===== src/rtl/dac_reg_spi_sched.sv =====
// ---------------------------------------------------------------------------
// dac_reg_spi_sched
//
// Shares one 8-bit SPI master between two writers. The mode/mux register
// sends single bytes behind cs2_reg. The DAC sends 16-bit words, MSB byte
// first, behind cs1_dac. A round-robin arbiter picks the next writer. The
// block frames each transaction with chip-select setup, hold and gap times.
// It also aborts a transaction if a byte never completes.
//
// State table
//   state   | meaning
//   --------+-------------------------------------------------------------
//   S_IDLE  | no transaction; ready offered to the arbitration winner
//   S_SETUP | granted CS low, counting CS_SETUP cycles before first byte
//   S_START | current byte on spi_data; spi_start fires once spi_busy=0
//   S_WAIT  | waiting for spi_new_data; timeout down-counter running
//   S_HOLD  | last byte finished, CS held low for CS_HOLD cycles
//   S_GAP   | both CS high for CS_GAP cycles; done pulse on first cycle
//
// Ports
//   clk, rst                  system clock, async active-low reset
//   reg_valid/reg_data        register write request (8 bit)
//   reg_ready/reg_done        accept strobe / completion pulse
//   dac_valid/dac_data        DAC write request (16 bit)
//   dac_ready/dac_done        accept strobe / completion pulse
//   spi_start/spi_data        byte launch to spi_master
//   spi_busy/spi_new_data     spi_master status / byte-complete pulse
//   cs1_dac, cs2_reg          active-low chip selects
//   busy                      high outside S_IDLE
//   err                       1-cycle pulse on a per-byte timeout abort
// ---------------------------------------------------------------------------
module dac_reg_spi_sched #(
  parameter int CS_SETUP    = 2,
  parameter int CS_HOLD     = 2,
  parameter int CS_GAP      = 1,
  parameter int SPI_TIMEOUT = 64
) (
  input  logic        clk,
  input  logic        rst,
  input  logic        reg_valid,
  input  logic [7:0]  reg_data,
  output logic        reg_ready,
  output logic        reg_done,
  input  logic        dac_valid,
  input  logic [15:0] dac_data,
  output logic        dac_ready,
  output logic        dac_done,
  output logic        spi_start,
  output logic [7:0]  spi_data,
  input  logic        spi_busy,
  input  logic        spi_new_data,
  output logic        cs1_dac,
  output logic        cs2_reg,
  output logic        busy,
  output logic        err
);

  // One shared down-counter serves every timed state. Its width must cover
  // the largest interval.
  localparam int MAX_SH = (CS_SETUP > CS_HOLD) ? CS_SETUP : CS_HOLD;
  localparam int MAX_GT = (CS_GAP > SPI_TIMEOUT) ? CS_GAP : SPI_TIMEOUT;
  localparam int MAX_T  = (MAX_SH > MAX_GT) ? MAX_SH : MAX_GT;
  localparam int TMR_W  = $clog2(MAX_T) + 1;

  localparam logic [TMR_W-1:0] SETUP_LD = TMR_W'(CS_SETUP - 1);
  localparam logic [TMR_W-1:0] HOLD_LD  = TMR_W'(CS_HOLD - 1);
  localparam logic [TMR_W-1:0] GAP_LD   = TMR_W'(CS_GAP - 1);
  localparam logic [TMR_W-1:0] TO_LD    = TMR_W'(SPI_TIMEOUT - 1);

  typedef enum logic [2:0] {
    S_IDLE,
    S_SETUP,
    S_START,
    S_WAIT,
    S_HOLD,
    S_GAP
  } state_t;

  state_t           state;
  logic [TMR_W-1:0] tmr;
  logic [1:0]       byte_cnt;
  logic [7:0]       lo_byte;
  logic             grant_dac;
  logic             last_dac;
  logic             pick_dac;

  // Arbitration. The DAC wins when it is the only requester. It also wins a
  // tie when the previous grant went to the register. Ready depends only on
  // state and the valids, so the two readys can never be high together.
  always_comb begin
    pick_dac = 1'b0;
    if (dac_valid && (!reg_valid || !last_dac)) begin
      pick_dac = 1'b1;
    end
  end

  assign reg_ready = (state == S_IDLE) && reg_valid && !pick_dac;
  assign dac_ready = (state == S_IDLE) && pick_dac;

  // spi_start is a decode of registered state. This launches the byte in the
  // same cycle spi_busy is seen low, so no cycle is lost.
  assign spi_start = (state == S_START) && !spi_busy;
  assign busy      = (state != S_IDLE);

  always_ff @(posedge clk or negedge rst) begin
    if (!rst) begin
      state     <= S_IDLE;
      tmr       <= '0;
      byte_cnt  <= 2'd0;
      lo_byte   <= 8'h00;
      spi_data  <= 8'h00;
      grant_dac <= 1'b0;
      last_dac  <= 1'b1;
      cs1_dac   <= 1'b1;
      cs2_reg   <= 1'b1;
      reg_done  <= 1'b0;
      dac_done  <= 1'b0;
      err       <= 1'b0;
    end else begin
      reg_done <= 1'b0;
      dac_done <= 1'b0;
      err      <= 1'b0;

      case (state)
        S_IDLE: begin
          if (reg_ready || dac_ready) begin
            grant_dac <= pick_dac;
            last_dac  <= pick_dac;
            tmr       <= SETUP_LD;
            state     <= S_SETUP;
            if (pick_dac) begin
              spi_data <= dac_data[15:8];
              lo_byte  <= dac_data[7:0];
              byte_cnt <= 2'd2;
              cs1_dac  <= 1'b0;
            end else begin
              spi_data <= reg_data;
              lo_byte  <= 8'h00;
              byte_cnt <= 2'd1;
              cs2_reg  <= 1'b0;
            end
          end
        end

        S_SETUP: begin
          if (tmr == '0) begin
            state <= S_START;
          end else begin
            tmr <= tmr - 1'b1;
          end
        end

        S_START: begin
          if (!spi_busy) begin
            tmr   <= TO_LD;
            state <= S_WAIT;
          end
        end

        S_WAIT: begin
          if (spi_new_data) begin
            if (byte_cnt == 2'd1) begin
              byte_cnt <= 2'd0;
              tmr      <= HOLD_LD;
              state    <= S_HOLD;
            end else begin
              byte_cnt <= byte_cnt - 2'd1;
              spi_data <= lo_byte;
              state    <= S_START;
            end
          end else if (tmr == '0) begin
            // Abort: release CS right away. No done pulse follows.
            err     <= 1'b1;
            cs1_dac <= 1'b1;
            cs2_reg <= 1'b1;
            tmr     <= GAP_LD;
            state   <= S_GAP;
          end else begin
            tmr <= tmr - 1'b1;
          end
        end

        S_HOLD: begin
          if (tmr == '0) begin
            cs1_dac  <= 1'b1;
            cs2_reg  <= 1'b1;
            reg_done <= !grant_dac;
            dac_done <= grant_dac;
            tmr      <= GAP_LD;
            state    <= S_GAP;
          end else begin
            tmr <= tmr - 1'b1;
          end
        end

        S_GAP: begin
          if (tmr == '0) begin
            state <= S_IDLE;
          end else begin
            tmr <= tmr - 1'b1;
          end
        end

        default: begin
          state   <= S_IDLE;
          cs1_dac <= 1'b1;
          cs2_reg <= 1'b1;
        end
      endcase
    end
  end

endmodule


===== config.mk =====
export PLATFORM = sky130hd
export DESIGN_NAME = dac_reg_spi_sched
export DESIGN_NICKNAME = d
export VERILOG_FILES = /design/src/rtl/dac_reg_spi_sched.sv
export SDC_FILE = /design/constraint.sdc
export NUM_CORES = 1
export LEC_CHECK = 0
export BUFFER_PORTS_ARGS = -buffer_cell sky130_fd_sc_hd__buf_2
export CAP_MARGIN = 0
export CORE_MARGIN = 2
export CORE_UTILIZATION = 50
export CTS_BUF_LIST = sky130_fd_sc_hd__clkbuf_4 sky130_fd_sc_hd__clkbuf_8
export CTS_CLUSTER_DIAMETER = 50
export DETAILED_ROUTE_END_ITERATION = 6
export GPL_ROUTABILITY_DRIVEN = 1
export PLACE_DENSITY = 0.77
export SETUP_SLACK_MARGIN = 0.4
export SYNTH_ARGS = -nofsm -noshare
export SYNTH_HDL_FRONTEND = slang
export SYNTH_SLANG_ARGS = --single-unit

===== constraint.sdc =====
create_clock -name clk -period 3.1 [get_ports clk]
set_input_delay 0.465 -clock clk [delete_from_list [all_inputs] [get_ports clk]]
set_output_delay 0.465 -clock clk [all_outputs]
set_load 0.005 [all_outputs]

-- Word level (Yosys, flattened, before mapping)
Cells that the tools add are included.
- memories: 0
- logic and storage cells: 102
- flip-flop bits (word level): 35
- output and inout port bits: 17
- input port bits: 30
- memory bits (read-only): 0
- bits in writable memories: 0
- bits in latches: 0
- bitwise operators: 1
- multipliers: 0
- shift operators: 0
- magnitude comparators: 0
- divide/modulo/power cells: 0
- mux-type cells: 44
- add/sub/neg operators: 2
- reductions and logical operators: 26
- equality and inequality tests: 17
- operators with widths (operator ; number):
    7-bit 2-to-1 mux ; 6
    8-bit 2-to-1 mux ; 5
    7-bit case mux with 5 select lines ; 1
    3-bit 2-to-1 mux ; 7
    2-bit inequality test, second input constant ; 9
    3-bit case mux with 6 select lines ; 1
    1-bit 2-to-1 mux ; 16
    8-bit case mux with 2 select lines ; 1
    4-bit AND reduction ; 4
    2-bit 2-to-1 mux ; 4
    1-bit case mux with 4 select lines ; 2
    7-bit logical NOT ; 1
    7-bit by 1-bit subtractor with 7-bit output, second input constant ; 1
    3-bit by 2-bit equality test with 1-bit output, second input constant ; 2
    3-bit equality test, second input constant ; 2
    1-bit logical AND ; 5
    1-bit logical NOT ; 5
    5-bit AND reduction ; 1
    5-bit nonzero test ; 1
    2-bit case mux with 2 select lines ; 1
    3-bit by 1-bit equality test with 1-bit output, second input constant ; 1
    3-bit logical NOT ; 1
    3-bit inequality test, second input constant ; 1
    3-bit AND reduction ; 1
    10 further kinds ; 11

-- Logic depth before layout (Yosys ltp)
- depth in word-level cells: 9
- depth in mapped cells: 7

-- Worst setup path before layout
OpenSTA, ideal clock, no wires.
- path type: register -> register
- from: reg tmr[0]
- to: reg tmr[5]
- required time: 2961 ps
- clock period less this slack: 1767 ps
- cell stages (with the launch flop): 8
- arrival time: 1628 ps
- setup time: 139 ps
- path slack: 1333 ps
- cells stage by stage: dfrtp_1 inv_1 ha_1 or3b_4 nor4_4 a21oi_2 a31oi_1 o22ai_1
- word-level cells in the longest chain between the ends: 4
- ends and longest elaborated chain (what ; RTL line ; text):
    from (decl) ; 80 ; logic [TMR_W-1:0] tmr;
    from (signal assigned) ; 149 ; tmr <= tmr - 1'b1;
    from (signal assigned) ; 179 ; tmr <= tmr - 1'b1;
    from (signal assigned) ; 192 ; tmr <= tmr - 1'b1;
    7-bit by 1-bit subtractor with 7-bit output or 7-bit logical NOT (tied branches) ; n/a ;
    7-bit 2-to-1 mux ; 171, 184 ;
    7-bit 2-to-1 mux ; 161 ; if (spi_new_data) begin
    7-bit case mux with 5 select lines ; 124 ; case (state)
Several ways; a longest one is shown, not always the timed one. The select of a mux whose other input is x is not followed.
A chain may end at the register's enable or synchronous reset.

-- Worst setup path in the final report
- from: reg state[0]
- to: reg spi_data[7]
- word-level cells in the longest chain between the ends: 6
- ends and longest elaborated chain (what ; RTL line ; text):
    from (decl) ; 79 ; state_t state;
    from (signal assigned) ; 107 ; state <= S_IDLE;
    from (signal assigned) ; 130 ; state <= S_SETUP;
    from (signal assigned) ; 147 ; state <= S_START;
    3-bit logical NOT ; 97, 98, 124 ;
    1-bit logical AND (2 in a row) ; 97 ; assign reg_ready = (state == S_IDLE) && reg_valid && !pick_dac;
    1-bit logical OR ; 126 ; if (reg_ready || dac_ready) begin
    2-bit by 1-bit inequality test with 1-bit output (no source line) ; n/a ;
    4-bit AND reduction (no source line) ; n/a ;
    to (signal assigned) ; 132 ; spi_data <= dac_data[15:8];
    to (signal assigned) ; 137 ; spi_data <= reg_data;
    to (signal assigned) ; 168 ; spi_data <= lo_byte;
    to (decl) ; 49 ; output logic [7:0] spi_data,
Several ways; a longest one is shown, not always the timed one.

==> report_table.html <==
<table>
<tr><th>Metric</th><th>Value</th></tr>
<tr><th colspan="2">Status</th></tr>
<tr><td>Outcome</td><td>finished, final reports clean</td></tr>
<tr><th colspan="2">Clock network</th></tr>
<tr><td>Number of buffers between clock root and the deepest sink</td><td>2</td></tr>
<tr><td>CTS clk-pin slew, worst paths</td><td>70 ps</td></tr>
<tr><td>Inserted Clock Buffers</td><td>5</td></tr>
<tr><td># clock sinks</td><td>35</td></tr>
<tr><td>Number of instances resized during post-cts repair</td><td>0</td></tr>
<tr><td>Worst-Skew Late Latency</td><td>290 ps</td></tr>
<tr><td>CTS root buf</td><td>clkbuf_8</td></tr>
<tr><td>Clock tree from TritonCTS</td><td>done</td></tr>
<tr><td>Total of hold buffers inserted after clock tree synthesis</td><td>0</td></tr>
<tr><td>Number of H-tree levels</td><td>2</td></tr>
<tr><td>Number of setup buffers added after CTS</td><td>0</td></tr>
<tr><th colspan="2">Setup path</th></tr>
<tr><td>List of cells traversed by the critical path</td><td>nor3_1 -&gt; o21ai_1 -&gt; nand2_1 -&gt; mux2_2</td></tr>
<tr><td>Worst endpoint required time</td><td>3280 ps</td></tr>
<tr><td>Register-to-register path setup slack</td><td>820 ps</td></tr>
<tr><td>Slowest stage cell, crit path</td><td>dfrtp_1</td></tr>
<tr><td>Worst Reg2Reg Path Length in Cells</td><td>4</td></tr>
<tr><td>Critical path peak fanout</td><td>16</td></tr>
<tr><td>Dominant delay contributor by cell family on the critical path</td><td>flip-flops</td></tr>
<tr><td>Startpoint kind of the worst setup timing path</td><td>flip-flop</td></tr>
<tr><td>Category of the most critical setup path</td><td>reg2reg</td></tr>
<tr><td>CP arrival</td><td>2450 ps</td></tr>
<tr><td>CP Depth</td><td>4</td></tr>
<tr><td>Crit path buffers/inverters</td><td>0</td></tr>
<tr><td>Setup crit end kind</td><td>flip-flop</td></tr>
<tr><td>Startpoint of the worst-slack reg-to-reg timing path</td><td>state[0]</td></tr>
<tr><td>Biggest cell delay along the critical path</td><td>630 ps</td></tr>
<tr><td>Destination of the worst register-to-register timing path</td><td>spi_data[7]</td></tr>
<tr><th colspan="2">Pwr</th></tr>
<tr><td>Fraction of power consumed by the clock network</td><td>0.149</td></tr>
<tr><td>Switching power share of the total</td><td>0.414</td></tr>
<tr><td>Maximum VDD drop</td><td>0.556 mV</td></tr>
<tr><td>Switching power total</td><td>0.000922 W</td></tr>
<tr><td>Power per cell area</td><td>1020 nW/um^2</td></tr>
<tr><td>Sequential fraction of design power</td><td>0.377</td></tr>
<tr><td>Overall power consumption</td><td>0.00223 W</td></tr>
<tr><td>Cell-internal power</td><td>0.00131 W</td></tr>
<tr><td>Leakage power figure</td><td>1.05 nW</td></tr>
<tr><td>Combinational Power Share</td><td>0.474</td></tr>
<tr><th colspan="2">Finish</th></tr>
<tr><td>Layout cells sized above 1</td><td>0.290</td></tr>
<tr><td>Area growth from synthesis to layout</td><td>18.7%</td></tr>
<tr><td>Antenna diode count</td><td>0</td></tr>
<tr><td>Count of nets after finishing</td><td>276</td></tr>
<tr><td>Combined area of the multi-input logic cells</td><td>872 um^2</td></tr>
<tr><td>Number of filler cells placed in the layout</td><td>302</td></tr>
<tr><td>Leading registers by flop count</td><td>lo_byte: 8 flops, spi_data: 8 flops, tmr: 7 flops</td></tr>
<tr><td>Seq. cell area</td><td>880 um^2</td></tr>
<tr><th colspan="2">Timing</th></tr>
<tr><td>Final critical path time including I/O delays and setup</td><td>2280 ps</td></tr>
<tr><td>Worst-Margin Slew</td><td>950 ps</td></tr>
<tr><td>Fmax achieved</td><td>439 MHz</td></tr>
<tr><td>Final max-slew violation count</td><td>0</td></tr>
<tr><td>Final period utilization</td><td>0.735</td></tr>
<tr><td>Clk_skew</td><td>3.94 ps</td></tr>
<tr><td>Worst-case headroom to the max-slew limit</td><td>0.362</td></tr>
<tr><td>Endpoints failing hold</td><td>0</td></tr>
<tr><td>Final setup violation count</td><td>0</td></tr>
<tr><td>Aggregate negative setup slack</td><td>0 ps</td></tr>
<tr><td>Setup repair after global routing missed its margin</td><td>no</td></tr>
<tr><td>PnR worst setup slack</td><td>823 ps</td></tr>
<tr><th colspan="2">Synth</th></tr>
<tr><td>Largest cells by area after synthesis</td><td>dfrtp_1, nand2_1, mux2_2, a31oi_1, dfstp_2</td></tr>
<tr><td>Fraction of the yosys area taken by sequential cells</td><td>0.479</td></tr>
<tr><td>Synth cell count leaders</td><td>dfrtp_1, nand2_1, nor2_1</td></tr>
<tr><td>Library cell with the highest instance count after synthesis</td><td>dfrtp_1</td></tr>
<tr><td>Leading register cell type out of synthesis</td><td>dfrtp_1</td></tr>
<tr><td>Mean area per synthesized cell</td><td>9.18 um^2</td></tr>
<tr><td>Net count after synthesis</td><td>232</td></tr>
<tr><td>Area share of the largest cell type after synthesis</td><td>0.436</td></tr>
<tr><td>Number of enable-type register cells in the synthesized netlist</td><td>0</td></tr>
<tr><td>Number of synthesis warnings</td><td>0</td></tr>
<tr><td>Yosys top cell by area</td><td>dfrtp_1</td></tr>
<tr><td>Post-synthesis cell count</td><td>200</td></tr>
<tr><td>Post-synthesis async set-or-reset flop share</td><td>1.00</td></tr>
<tr><td>Register bit count reported by yosys</td><td>35</td></tr>
<tr><td>Number of distinct library cells after synthesis</td><td>39</td></tr>
<tr><td>Post-synth design cell area</td><td>1840 um^2</td></tr>
<tr><th colspan="2">Place</th></tr>
<tr><td>Number of input and output port buffers inserted</td><td>46</td></tr>
<tr><td>Worst setup slack after placement</td><td>731 ps</td></tr>
<tr><td>Half-perimeter wire length of the detailed placement result</td><td>2870 um</td></tr>
<tr><td>Placer Congestion</td><td>0.826</td></tr>
<tr><th colspan="2">Route</th></tr>
<tr><td>DRC violation total after the first TritonRoute iteration</td><td>123</td></tr>
<tr><td>Via count</td><td>1627</td></tr>
<tr><td>Final wirelength</td><td>4120 um</td></tr>
<tr><td>Wire length per cell after detailed routing</td><td>14.1 um</td></tr>
<tr><td>Pre-antenna DRT Iters</td><td>4</td></tr>
<tr><td>Detailed-route DRC error count</td><td>0</td></tr>
<tr><td>DRT antenna net count</td><td>0</td></tr>
<tr><td>Vias per std cell</td><td>5.55</td></tr>
<tr><th colspan="2">GRT</th></tr>
<tr><td>Global-route usage over all layers</td><td>0.220</td></tr>
<tr><td>Pin count of the biggest net entering global routing</td><td>36</td></tr>
<tr><td>Number of global-route vias before repair</td><td>1521</td></tr>
<tr><td>Initial antenna violation count</td><td>0</td></tr>
<tr><td>Global-route wire length before repair</td><td>7080 um</td></tr>
<tr><td>Global-route congestion overflow total</td><td>0</td></tr>
<tr><th colspan="2">Flow run</th></tr>
<tr><td>Max capacitance violation total</td><td>0</td></tr>
<tr><th colspan="2">Floorplan</th></tr>
<tr><td>Die area</td><td>4170 um^2</td></tr>
<tr><td>Starting utilization of the core area</td><td>0.509</td></tr>
<tr><td>Placeable Area</td><td>3610 um^2</td></tr>
<tr><td>Width of the chip</td><td>64.6 um</td></tr>
<tr><td>Die span in y</td><td>64.6 um</td></tr>
<tr><td>Count of boundary I/O pins</td><td>47</td></tr>
<tr><td>Rows</td><td>22</td></tr>
<tr><th colspan="2">Hold path</th></tr>
<tr><td>Min-delay worst type</td><td>in2async</td></tr>
</table>
[power groups by stage]
stage               Clock (W)  Combinational, W  Sequential, W
floorplan                   0          0.000828       0.000778
global placement            0           0.00103       0.000841
detailed placement          0           0.00105       0.000844
CTS                  0.000341           0.00105       0.000838
global route         0.000362           0.00119       0.000867
finish               0.000332           0.00106       0.000840
[worst max-delay path by stage]
stage	from	end	slack [ps]
final	state[0]	spi_data[7]	820
after global routing	state[0]	spi_data[3]	560
after CTS	state[0]	spi_data[4]	800
after detailed placement	reg_valid	spi_data[2]	730
after global placement	reg_valid	spi_data[7]	770
after floorplan	tmr[0]	tmr[5]	1330
[metrics by stage]
| stage | hold WS, ps | instances | area [um^2] | util |
|---|---|---|---|---|
| 5_1_grt | 314 | 293 | 2180 | 0.604 |
| 3_5_place_dp | 451 | 285 | 2090 | 0.580 |
| 6_report | 240 | 293 | 2180 | 0.604 |
| 2_1_floorplan | 169 | 200 | 1840 | - |
| 4_1_cts | 275 | 293 | 2180 | 0.604 |
| 3_3_place_gp | 455 | 285 | 2090 | 0.580 |
[final cells by class]
cell class,count,share of cell area
Clock inverter,2,0.00574
Inverter,11,0.0189
Sequential cell,35,0.404
Multi-Input combinational cell,144,0.400
Timing Repair Buffer,47,0.109
Tap cell,48,0.0276
Clock buffer,6,0.0350
[cell usage in the layout, fill, tap and decap left out, types with 3 or more instances in the layout]
cell type / synthesis / routed
clkbuf_8: 0 / 5
buf_2: 5 / 46
nor2_1: 18 / 18
o21ai_1: 8 / 8
nor3_1: 11 / 11
a31oi_1: 13 / 13
inv_1: 11 / 11
o21ai_0: 6 / 6
mux2_2: 8 / 8
dfstp_2: 3 / 3
nand2_1: 29 / 29
a22o_1: 8 / 8
dfrtp_1: 32 / 32
o22ai_1: 3 / 3
a21oi_1: 8 / 8
nand3_1: 4 / 4
[metal layers]
layer	routed length [um]	track usage	up-vias
li1	-	-	802
met1	1940	0.309	780
met2	1940	0.328	40
met3	211	0.0677	5
met4	35	0.0638	0
met5	0	0	-
[cells by family (layout without fill, tap and decap cells)]
group / after synthesis / count (layout) / share of synthesized area
AOI/OAI and AO/OA: 59 / 59 / 0.209
DFF: 35 / 35 / 0.479
adders and majority gates: 2 / 2 / 0.0136
muxes: 8 / 8 / 0.0490
and+or+nand+nor: 75 / 75 / 0.203
buffers and inverters: 21 / 66 / 0.0463
No activity file was read; power rests on OpenSTA's default activity.
